## config.mk

```make
export PLATFORM = sky130hd
export DESIGN_NAME = led_pattern_seq
export DESIGN_NICKNAME = d
export VERILOG_FILES = /design/src/rtl/led_pkg.sv /design/src/rtl/btn_debounce.sv /design/src/rtl/led_pattern_seq.sv
export SDC_FILE = /design/constraint.sdc
export NUM_CORES = 1
export LEC_CHECK = 0
export CORE_ASPECT_RATIO = 1.4
export CORE_UTILIZATION = 45
export DETAILED_ROUTE_END_ITERATION = 12
export PLACE_DENSITY_LB_ADDON = 0.1
export SLEW_MARGIN = 20
export SYNTH_ARGS = -nofsm -noshare
export SYNTH_HDL_FRONTEND = slang
export SYNTH_SLANG_ARGS = --single-unit
```

## constraint.sdc

```tcl
create_clock -name i_clk -period 3.5 [get_ports i_clk]
set_clock_uncertainty 0.2 [all_clocks]
set_input_delay 0.35 -clock i_clk [delete_from_list [all_inputs] [get_ports i_clk]]
set_output_delay 0.35 -clock i_clk [all_outputs]
set_load 0.01 [all_outputs]
```

## src/rtl/led_pkg.sv

```systemverilog
// Shared mode encoding for the LED pattern sequencer.
package led_pkg;

  typedef enum logic [1:0] {
    MODE_COUNT   = 2'd0,
    MODE_SCAN    = 2'd1,
    MODE_BREATHE = 2'd2,
    MODE_MIRROR  = 2'd3
  } mode_t;

endpackage

```

## src/rtl/btn_debounce.sv

```systemverilog
// Per-bit 2-flop synchroniser plus stability counter; level and rise outputs are registered.
// A bit's level changes only after DEBOUNCE_CYCLES consecutive differing synchronised samples.
module btn_debounce #(
  parameter int WIDTH           = 1,
  parameter int DEBOUNCE_CYCLES = 65536
) (
  input  logic             i_clk,
  input  logic             i_rst_n,
  input  logic [WIDTH-1:0] i_btn,
  output logic [WIDTH-1:0] o_level,
  output logic [WIDTH-1:0] o_rise
);

  localparam int CNT_W = (DEBOUNCE_CYCLES > 1) ? $clog2(DEBOUNCE_CYCLES) : 1;

  logic [WIDTH-1:0] sync1_q, sync2_q, level_q, rise_q;
  logic [CNT_W-1:0] cnt_q [WIDTH];

  always_ff @(posedge i_clk) begin
    if (!i_rst_n) begin
      sync1_q <= '0;
      sync2_q <= '0;
      level_q <= '0;
      rise_q  <= '0;
      for (int i = 0; i < WIDTH; i++) cnt_q[i] <= '0;
    end else begin
      sync1_q <= i_btn;
      sync2_q <= sync1_q;
      rise_q  <= '0;
      for (int i = 0; i < WIDTH; i++) begin
        // Any sample agreeing with the accepted level restarts the stability window.
        if (sync2_q[i] == level_q[i]) begin
          cnt_q[i] <= '0;
        end else if (cnt_q[i] == CNT_W'(DEBOUNCE_CYCLES - 1)) begin
          level_q[i] <= sync2_q[i];
          rise_q[i]  <= sync2_q[i];
          cnt_q[i]   <= '0;
        end else begin
          cnt_q[i] <= cnt_q[i] + CNT_W'(1);
        end
      end
    end
  end

  assign o_level = level_q;
  assign o_rise  = rise_q;

endmodule

```

## src/rtl/led_pattern_seq.sv

```systemverilog
// LED pattern sequencer: prescaled tick drives count / scan / breathe / mirror patterns.
// o_led and o_tick are registered (1-cycle latency); a debounced press of i_btn[MODE_BTN] cycles the mode.
module led_pattern_seq #(
  parameter int N_LED           = 8,
  parameter int N_BTN           = 7,
  parameter int MODE_BTN        = 1,
  parameter int PRESC_W         = 18,
  parameter int PWM_W           = 8,
  parameter int DEBOUNCE_CYCLES = 65536,
  parameter int RESET_MODE      = 0
) (
  input  logic             i_clk,
  input  logic             i_rst_n,
  input  logic [N_BTN-1:0] i_btn,
  output logic [N_LED-1:0] o_led,
  output logic [1:0]       o_mode,
  output logic             o_tick
);
  import led_pkg::*;

  localparam int POS_W = (N_LED > 1) ? $clog2(N_LED) : 1;
  localparam int N_MIR = (N_LED < N_BTN) ? N_LED : N_BTN;

  logic [N_BTN-1:0]   btn_db, btn_rise;
  logic               press, unused_ok;
  logic [PRESC_W-1:0] presc_q;
  logic               tick_q;
  mode_t              mode_q, mode_d;
  logic [N_LED-1:0]   step_q, step_d, led_q, led_d;
  logic [POS_W-1:0]   pos_q, pos_d;
  logic               dir_dn_q, dir_dn_d;
  logic [PWM_W-1:0]   duty_q, duty_d, pwm_q;
  logic               duty_dn_q, duty_dn_d;

  btn_debounce #(
    .WIDTH           (N_BTN),
    .DEBOUNCE_CYCLES (DEBOUNCE_CYCLES)
  ) u_btn_debounce (
    .i_clk   (i_clk),
    .i_rst_n (i_rst_n),
    .i_btn   (i_btn),
    .o_level (btn_db),
    .o_rise  (btn_rise)
  );

  assign press     = btn_rise[MODE_BTN];
  assign unused_ok = ^{btn_rise, btn_db};

  // A press restarts the pattern and takes priority over a coincident tick.
  always_comb begin
    mode_d    = mode_q;
    step_d    = step_q;
    pos_d     = pos_q;
    dir_dn_d  = dir_dn_q;
    duty_d    = duty_q;
    duty_dn_d = duty_dn_q;
    if (press) begin
      mode_d    = mode_t'(mode_q + 2'd1);
      step_d    = '0;
      pos_d     = '0;
      dir_dn_d  = 1'b0;
      duty_d    = '0;
      duty_dn_d = 1'b0;
    end else if (tick_q) begin
      case (mode_q)
        MODE_COUNT: step_d = step_q + N_LED'(1);
        MODE_SCAN: begin
          if (N_LED > 1) begin
            dir_dn_d = dir_dn_q ^ (dir_dn_q ? (pos_q == '0) : (pos_q == POS_W'(N_LED - 1)));
            pos_d    = dir_dn_d ? (pos_q - POS_W'(1)) : (pos_q + POS_W'(1));
          end
        end
        MODE_BREATHE: begin
          duty_dn_d = duty_dn_q ^ (duty_dn_q ? (duty_q == '0) : (&duty_q));
          duty_d    = duty_dn_d ? (duty_q - PWM_W'(1)) : (duty_q + PWM_W'(1));
        end
        default: ;
      endcase
    end
  end

  always_comb begin
    led_d = '0;
    case (mode_q)
      MODE_COUNT:   led_d = step_q;
      MODE_SCAN:    led_d = N_LED'(1) << pos_q;
      MODE_BREATHE: led_d = {N_LED{pwm_q < duty_q}};
      default: for (int i = 0; i < N_MIR; i++) led_d[i] = btn_db[i];
    endcase
  end

  always_ff @(posedge i_clk) begin
    if (!i_rst_n) begin
      presc_q   <= '0;
      tick_q    <= 1'b0;
      pwm_q     <= '0;
      mode_q    <= mode_t'(RESET_MODE[1:0]);
      step_q    <= '0;
      pos_q     <= '0;
      dir_dn_q  <= 1'b0;
      duty_q    <= '0;
      duty_dn_q <= 1'b0;
      led_q     <= '0;
    end else begin
      presc_q   <= presc_q + PRESC_W'(1);
      tick_q    <= &presc_q;
      pwm_q     <= pwm_q + PWM_W'(1);
      mode_q    <= mode_d;
      step_q    <= step_d;
      pos_q     <= pos_d;
      dir_dn_q  <= dir_dn_d;
      duty_q    <= duty_d;
      duty_dn_q <= duty_dn_d;
      led_q     <= led_d;
    end
  end

  assign o_led  = led_q;
  assign o_mode = mode_q;
  assign o_tick = tick_q;

endmodule

```

==> results of run 1 <==
==> path summary, 6_finish.rpt <==
check,from,end,cells past startpoint,slack (ns)
max,duty_q[1]$_SDFFE_PP0P_,duty_q[7]$_SDFFE_PP0P_,11,0.36
min,i_rst_n,o_mode[1]$_SDFFE_PN0P_,2,0.14
max reg2reg,duty_q[1]$_SDFFE_PP0P_,duty_q[7]$_SDFFE_PP0P_,11,0.36
min reg2reg,u_btn_debounce.sync1_q[0]$_SDFF_PN0_,u_btn_debounce.sync2_q[0]$_SDFF_PN0_,1,0.23
==> synthesized netlist by cell type, types with 6 or more instances <==
cell and n:
nor2_1 153, edfxtp_1 112, dfxtp_1 80, xor2_1 79
nand3_1 63, nand2_1 61, xnor2_1 56, and2_1 40
inv_1 31, and3_1 29, a21oi_1 26, ha_1 24
nand4_1 21, o21ai_0 21, clkbuf_1 20, nor2b_1 16
and4_1 15, mux2i_1 10, buf_2 9, or3_1 9
nor3_1 6
==> layout make-up <==
class / instances / area [sq um]
Multi-Input combinational cell: 810 / 4813
Timing Repair Buffer: 24 / 222.7
Tap cell: 256 / 320.3
Clock buffer: 19 / 442.9
Sequential cell: 192 / 4965
Clock inverter: 13 / 126.4
Fill cell: 1902 / 9699
Inverter: 32 / 122.6
==> state kept, by name, summed over array words and instances (netlist names), 2 cells and up <==
register and cells:
duty_q 8, pwm_q 8, u_btn_debounce.sync1_q 7, step_q 8
u_btn_debounce.o_level 7, pos_q 3, presc_q 18, o_mode 2
o_led 8, u_btn_debounce.cnt_q 112, u_btn_debounce.sync2_q 7
==> worst register-to-register path, cell delays in order, from the launching register on <==
cell and delay, ns:
dfxtp_1 0.43, nor3_4 0.32, a31oi_2 0.17, nor2_4 0.33, inv_1 0.08, ha_1 0.40, nand2b_1 0.09, o32ai_2 0.29
o21ai_1 0.17, a2111oi_1 0.37, a21oi_1 0.08, a21oi_1 0.14
==> kinds of logic (layout without fill, tap and decap cells) <==
logic type,count (synthesis),in the layout,share of synthesized area [%]
AO/OA/AOI/OAI,95,95,6.524
XOR/XNOR,135,135,12.28
adder cells (fa/ha/maj),25,25,3.327
buffers and inverters,63,88,2.755
flip-flops,192,192,51.57
multiplexers,10,10,1.040
other,1,112,0.03895
AND/OR/NAND/NOR,433,433,22.46
==> where the power goes <==
group	switching (mW)	total [mW]	leakage, nW	internal (mW)
clock	0.872	1.89	0.275	1.01
combinational	0.0902	0.160	2.07	0.0701
sequential	0.0604	2.52	1.80	2.46
==> routing by layer <==
layer / wire length (um) / up-vias
met5: 0 / -
met4: 241 / 0
met3: 480 / 14
met2: 8178 / 62
met1: 7491 / 3063
li1: - / 3444
==> through the flow <==
stage / setup slack [ns] / hold WS [ns] / instance area [sq um]
global route: 0.04778 / 0.1506 / 11010
floorplan: 0.7840 / 0.2119 / 10040
finish: 0.3602 / 0.1365 / 11010
global placement: 0.4548 / 0.2151 / 10440
CTS: 0.3711 / 0.1304 / 11010
detailed placement: 0.3991 / 0.2169 / 10440
==> results.py, run 1 <==
metrics = {
    "clocking": {
        "ctsHoldBuffers": 0,
        "post_cts_resized": 0,
        "clock_sinks": 192,
        "root_buffer": "clkbuf_16",
        "path_clk_slew_ns": 0.07,
        "htreeDepth": 4,
        "cts_tree": "done",
        "cts.path.max_buffers": 2,
        "cts_made_buffers": 17,
        "insertion_delay_ns": 0.44,
        "post-cts-setup-buffers": 0,
    },
    "cells_and_area": {
        "final_common_cell": "nor2_1",
        "final_core_util_pct": 53.17,
        "nets": 1111,
        "layout.cells.non_filler": 1346,
        "drive_gt1_share_pct": 5.138,
        "layout_common_cells": "nor2_1, edfxtp_1, conb_1",
        "antennaDiodeCount": 0,
        "synthToLayoutAreaGrowth_pct": 14.40,
    },
    "critical_path": {
        "critPathLaunchType": "register",
        "cpPeakStageDelay_ns": 0.43,
        "critPathSlowestCell": "dfxtp_1",
        "critPathMostFrequentCell": "a21oi_1",
        "cp-end-kind": "register",
        "crit_fanout": 10,
        "crit_type": "reg -> reg",
        "crit_arrival_ns": 3.31,
        "critical_path_required_ns": 3.67,
        "path_buf_inv": 1,
        "path_cells": "nor3_4, a31oi_2, nor2_4, inv_1, ha_1, nand2b_1, o32ai_2, o21ai_1, a2111oi_1, a21oi_1, a21oi_1",
        "crit_family": "compound AO/OA/AOI/OAI gates",
    },
    "power": {
        "ir_drop_uv": 362.8,
        "p_per_area_mw_per_mm2": 414.4,
        "total_power_mw": 4.564,
        "power_leakage_nw": 4.153,
    },
    "min_path": {
        "hold_class": "in -> reg",
    },
    "logic_synthesis": {
        "yosys_most_used_dff": "edfxtp_1",
        "synth_cell_type_count": 58,
        "synth_cells": 954,
        "async_flop_share_pct": 0,
        "ys_seq_elements": 192,
        "synth_edf_count": 112,
        "yosysTopAreaCellShare_pct": 34.94,
        "yosysTopAreaCell": "edfxtp_1",
        "syn_area_sq_mm": 0.009627,
        "yosys_warnings": 0,
        "ys_seq_area_share_pct": 51.57,
        "avgSynthCellArea_sq_um": 10.09,
        "synth_area_leaders": "edfxtp_1, dfxtp_1, xor2_1, nor2_1, xnor2_1",
    },
    "detailed_routing": {
        "route.detailed.wl_per_inst_um": 12.18,
        "dr.pass1.iters": 8,
        "ant_nets": 0,
        "viasPerCell": 4.891,
        "drt_iter0_drc": 315,
        "wirelength_um": 16390,
        "vias": 6583,
        "route.detailed.drc": 1,
    },
    "grt": {
        "grt_pass1_vias": 6388,
        "met3_usage_pct": 3.674,
        "grt-busiest-layer": "met2",
        "overflow": 0,
        "met1_usage_pct": 18.49,
        "antenna_found_initial": 0,
        "grt_max_degree": 26,
        "grt_pass1_wl_um": 28410,
        "grt_use_total_pct": 16.10,
        "grt_use_met2_pct": 28.68,
    },
    "sta": {
        "slew_viol_final": 0,
        "tns_ns": 0,
        "rsz0062_at_grt": "no",
        "min_period_ns": 3.140,
        "slew_headroom_pct": 60.44,
        "tightestPinTransition_ns": 0.5918,
        "finalCritPeriodShare_pct": 89.71,
        "fmax_mhz": 318.5,
        "setup_viol": 0,
        "hold_violations": 0,
    },
    "run_status": {
        "violations": "DRC",
        "status": "complete, but fails checks",
    },
    "placed_design": {
        "place_congestion": 0.8189,
        "dp_cells": 1314,
        "io_buffers": 19,
        "hpwl_um": 11600,
    },
    "die": {
        "die-area_sq_mm": 0.02199,
        "start_util_pct": 46.48,
        "ios": 20,
        "die_y_um": 175.1,
        "die_w_um": 125.6,
        "num_rows": 62,
        "design.core.area_sq_mm": 0.02071,
    },
    "flow_run": {
        "drv_cap": 0,
    },
}
(Power assumes the default switching activity.)
==> run 2, diff against run 1 <==
PLACE_DENSITY_LB_ADDON = default   (was 0.1)
RECOVER_POWER = 25   (was default)
SETUP_SLACK_MARGIN = 0.1   (was default)
==> results.py, run 2 (same netlist as run 1, synthesis figures left out) <==
metrics = {
    "power": {
        "p_int_mw": 3.534,
        "pwr-share-clk_pct": 40.5,
        "seqPwrFrac_pct": 56.0,
        "sw_frac_of_total_pct": 21.48,
        "total_power_mw": 4.501,
        "combinationalPowerShare_pct": 3.5,
        "power_switching_mw": 0.9667,
        "power_leakage_nw": 4.143,
        "p_per_area_mw_per_mm2": 410.1,
        "ir_drop_uv": 344.9,
    },
    "sta": {
        "tightestPinTransition_ns": 1.055,
        "setup_viol": 0,
        "hold_ws_ns": 0.2399,
        "tns_ns": 0,
        "finalCritPeriodShare_pct": 89.16,
        "rsz0062_at_grt": "no",
        "slew_headroom_pct": 29.69,
        "hold_violations": 0,
        "min_period_ns": 3.121,
        "slew_viol_final": 0,
        "fin_ws_ns": 0.3793,
        "fmax_mhz": 320.4,
    },
    "critical_path": {
        "rr_startpoint": "duty_q[1]$_SDFFE_PP0P_",
        "crit_type": "reg -> reg",
        "critPathLaunchType": "register",
        "critical_path_required_ns": 3.67,
        "cp-end-kind": "register",
        "path_cells": "nor3_4, a31oi_2, nor2_4, inv_1, ha_1, nand2b_1, o32ai_2, o21ai_1, a2111oi_1, a21oi_1, a21oi_1",
        "cpPeakStageDelay_ns": 0.44,
        "crit_family": "compound AO/OA/AOI/OAI gates",
        "cp-startpoint": "duty_q[1]$_SDFFE_PP0P_",
        "critPathMostFrequentCell": "a21oi_1",
        "critPathSlowestCell": "dfxtp_1",
        "path_buf_inv": 1,
        "crit_arrival_ns": 3.29,
        "crit_fanout": 10,
    },
    "grt": {
        "antenna_found_initial": 0,
        "overflow": 0,
        "grt_pass1_vias": 6421,
        "grt_use_total_pct": 16.05,
        "grt_max_degree": 33,
        "grt_pass1_wl_um": 28760,
    },
    "die": {
        "ios": 20,
        "design.core.area_sq_mm": 0.02071,
        "num_rows": 62,
        "die_w_um": 125.6,
        "die_y_um": 175.1,
        "start_util_pct": 46.48,
        "die-area_sq_mm": 0.02199,
    },
    "cells_and_area": {
        "layout.cells.non_filler": 1344,
        "reg_top3": "u_btn_debounce.cnt_q: 112 flops, presc_q: 18 flops",
        "synthToLayoutAreaGrowth_pct": 14.01,
        "final_common_cell": "nor2_1",
        "antennaDiodeCount": 0,
        "largest_reg_flops": 112,
        "top_register": "u_btn_debounce.cnt_q",
        "nets": 1109,
        "fin_area_sq_mm": 0.01098,
        "final_core_util_pct": 52.99,
        "drive_gt1_share_pct": 4.688,
        "layout_common_cells": "nor2_1, edfxtp_1, conb_1",
    },
    "detailed_routing": {
        "route.detailed.drc": 2,
        "route.detailed.wl_per_inst_um": 11.96,
        "dr.pass1.iters": 10,
        "vias": 6586,
        "ant_nets": 0,
        "wirelength_um": 16080,
        "viasPerCell": 4.900,
        "drt_iter0_drc": 269,
    },
    "clocking": {
        "post-cts-setup-buffers": 0,
        "clock_sinks": 192,
        "post_cts_resized": 0,
        "ctsHoldBuffers": 0,
        "cts_tree": "done",
        "cts.path.max_buffers": 2,
        "cts_made_buffers": 17,
        "insertion_delay_ns": 0.43,
        "htreeDepth": 4,
        "root_buffer": "clkbuf_16",
        "path_clk_slew_ns": 0.07,
    },
    "placed_design": {
        "place_congestion": 0.8468,
        "dp_cells": 1312,
        "placed_area_sq_mm": 0.01043,
        "dp_slack_ns": 0.3587,
        "io_buffers": 19,
        "hpwl_um": 11600,
    },
    "flow_run": {
        "drv_cap": 0,
    },
    "min_path": {
        "min_from": "u_btn_debounce.sync1_q[5]$_SDFF_PN0_",
        "hold_class": "reg -> reg",
    },
    "run_status": {
        "status": "complete, but fails checks",
        "violations": "DRC",
    },
}
run 2: changes by cell type in the layout (fill, tap and decap cells not counted), moves of 2 or more:
| cell | change |
|---|---|
| clkbuf_8 | +2 |
| clkinvlp_4 | -2 |
| and2_0 | +19 |
| clkdlybuf4s50_1 | -4 |
| clkbuf_1 | +3 |
| inv_6 | -5 |
| buf_4 | -4 |
| inv_4 | +3 |
| clkinv_2 | +2 |
| dlygate4sd3_1 | +4 |
| and2_1 | -19 |
run 2: path summary, 6_finish.rpt:
path,end,cells after the start,slack (ns)
worst max-delay path,duty_q[7]$_SDFFE_PP0P_,11,0.38
worst min-delay path,u_btn_debounce.sync2_q[5]$_SDFF_PN0_,1,0.24
worst max register to register,duty_q[7]$_SDFFE_PP0P_,11,0.38
worst min register to register,u_btn_debounce.sync2_q[5]$_SDFF_PN0_,1,0.24
run 2: layout make-up:
class                           count  area (sq um)
Fill cell                        1910          9737
Sequential cell                   192          4965
Multi-Input combinational cell    810          4813
Clock buffer                       23         500.5
Tap cell                          256         320.3
Timing Repair Buffer               22         198.9
Inverter                           32         122.6
Clock inverter                      9         55.05
run 2: worst register-to-register path, delay by kind of cell, from the launching register on:
kind | cells | cell delay [ns]
buffers and inverters | 1 | 0.08
adder cells (fa/ha/maj) | 1 | 0.41
AO/OA/AOI/OAI | 6 | 1.22
flip-flops | 1 | 0.44
AND/OR/NAND/NOR | 3 | 0.72
run 2: power groups by stage:
| stage | registers, mW | logic (mW) | clock network (mW) |
|---|---|---|---|
| 2_1_floorplan | 2.55 | 0.127 | 0 |
| 3_3_place_gp | 2.57 | 0.158 | 0 |
| 3_5_place_dp | 2.57 | 0.158 | 0 |
| 4_1_cts | 2.52 | 0.159 | 1.88 |
| 5_1_grt | 2.53 | 0.187 | 1.97 |
| 6_report | 2.52 | 0.158 | 1.82 |
run 2: routing by layer:
metal / GRT usage [%] / vias up / wire length [um]
li1: - / 3435 / -
met1: 19.13 / 3056 / 7463
met2: 27.94 / 70 / 7848
met3: 3.460 / 25 / 423
met4: 6.504 / 0 / 342
met5: 0 / - / 0
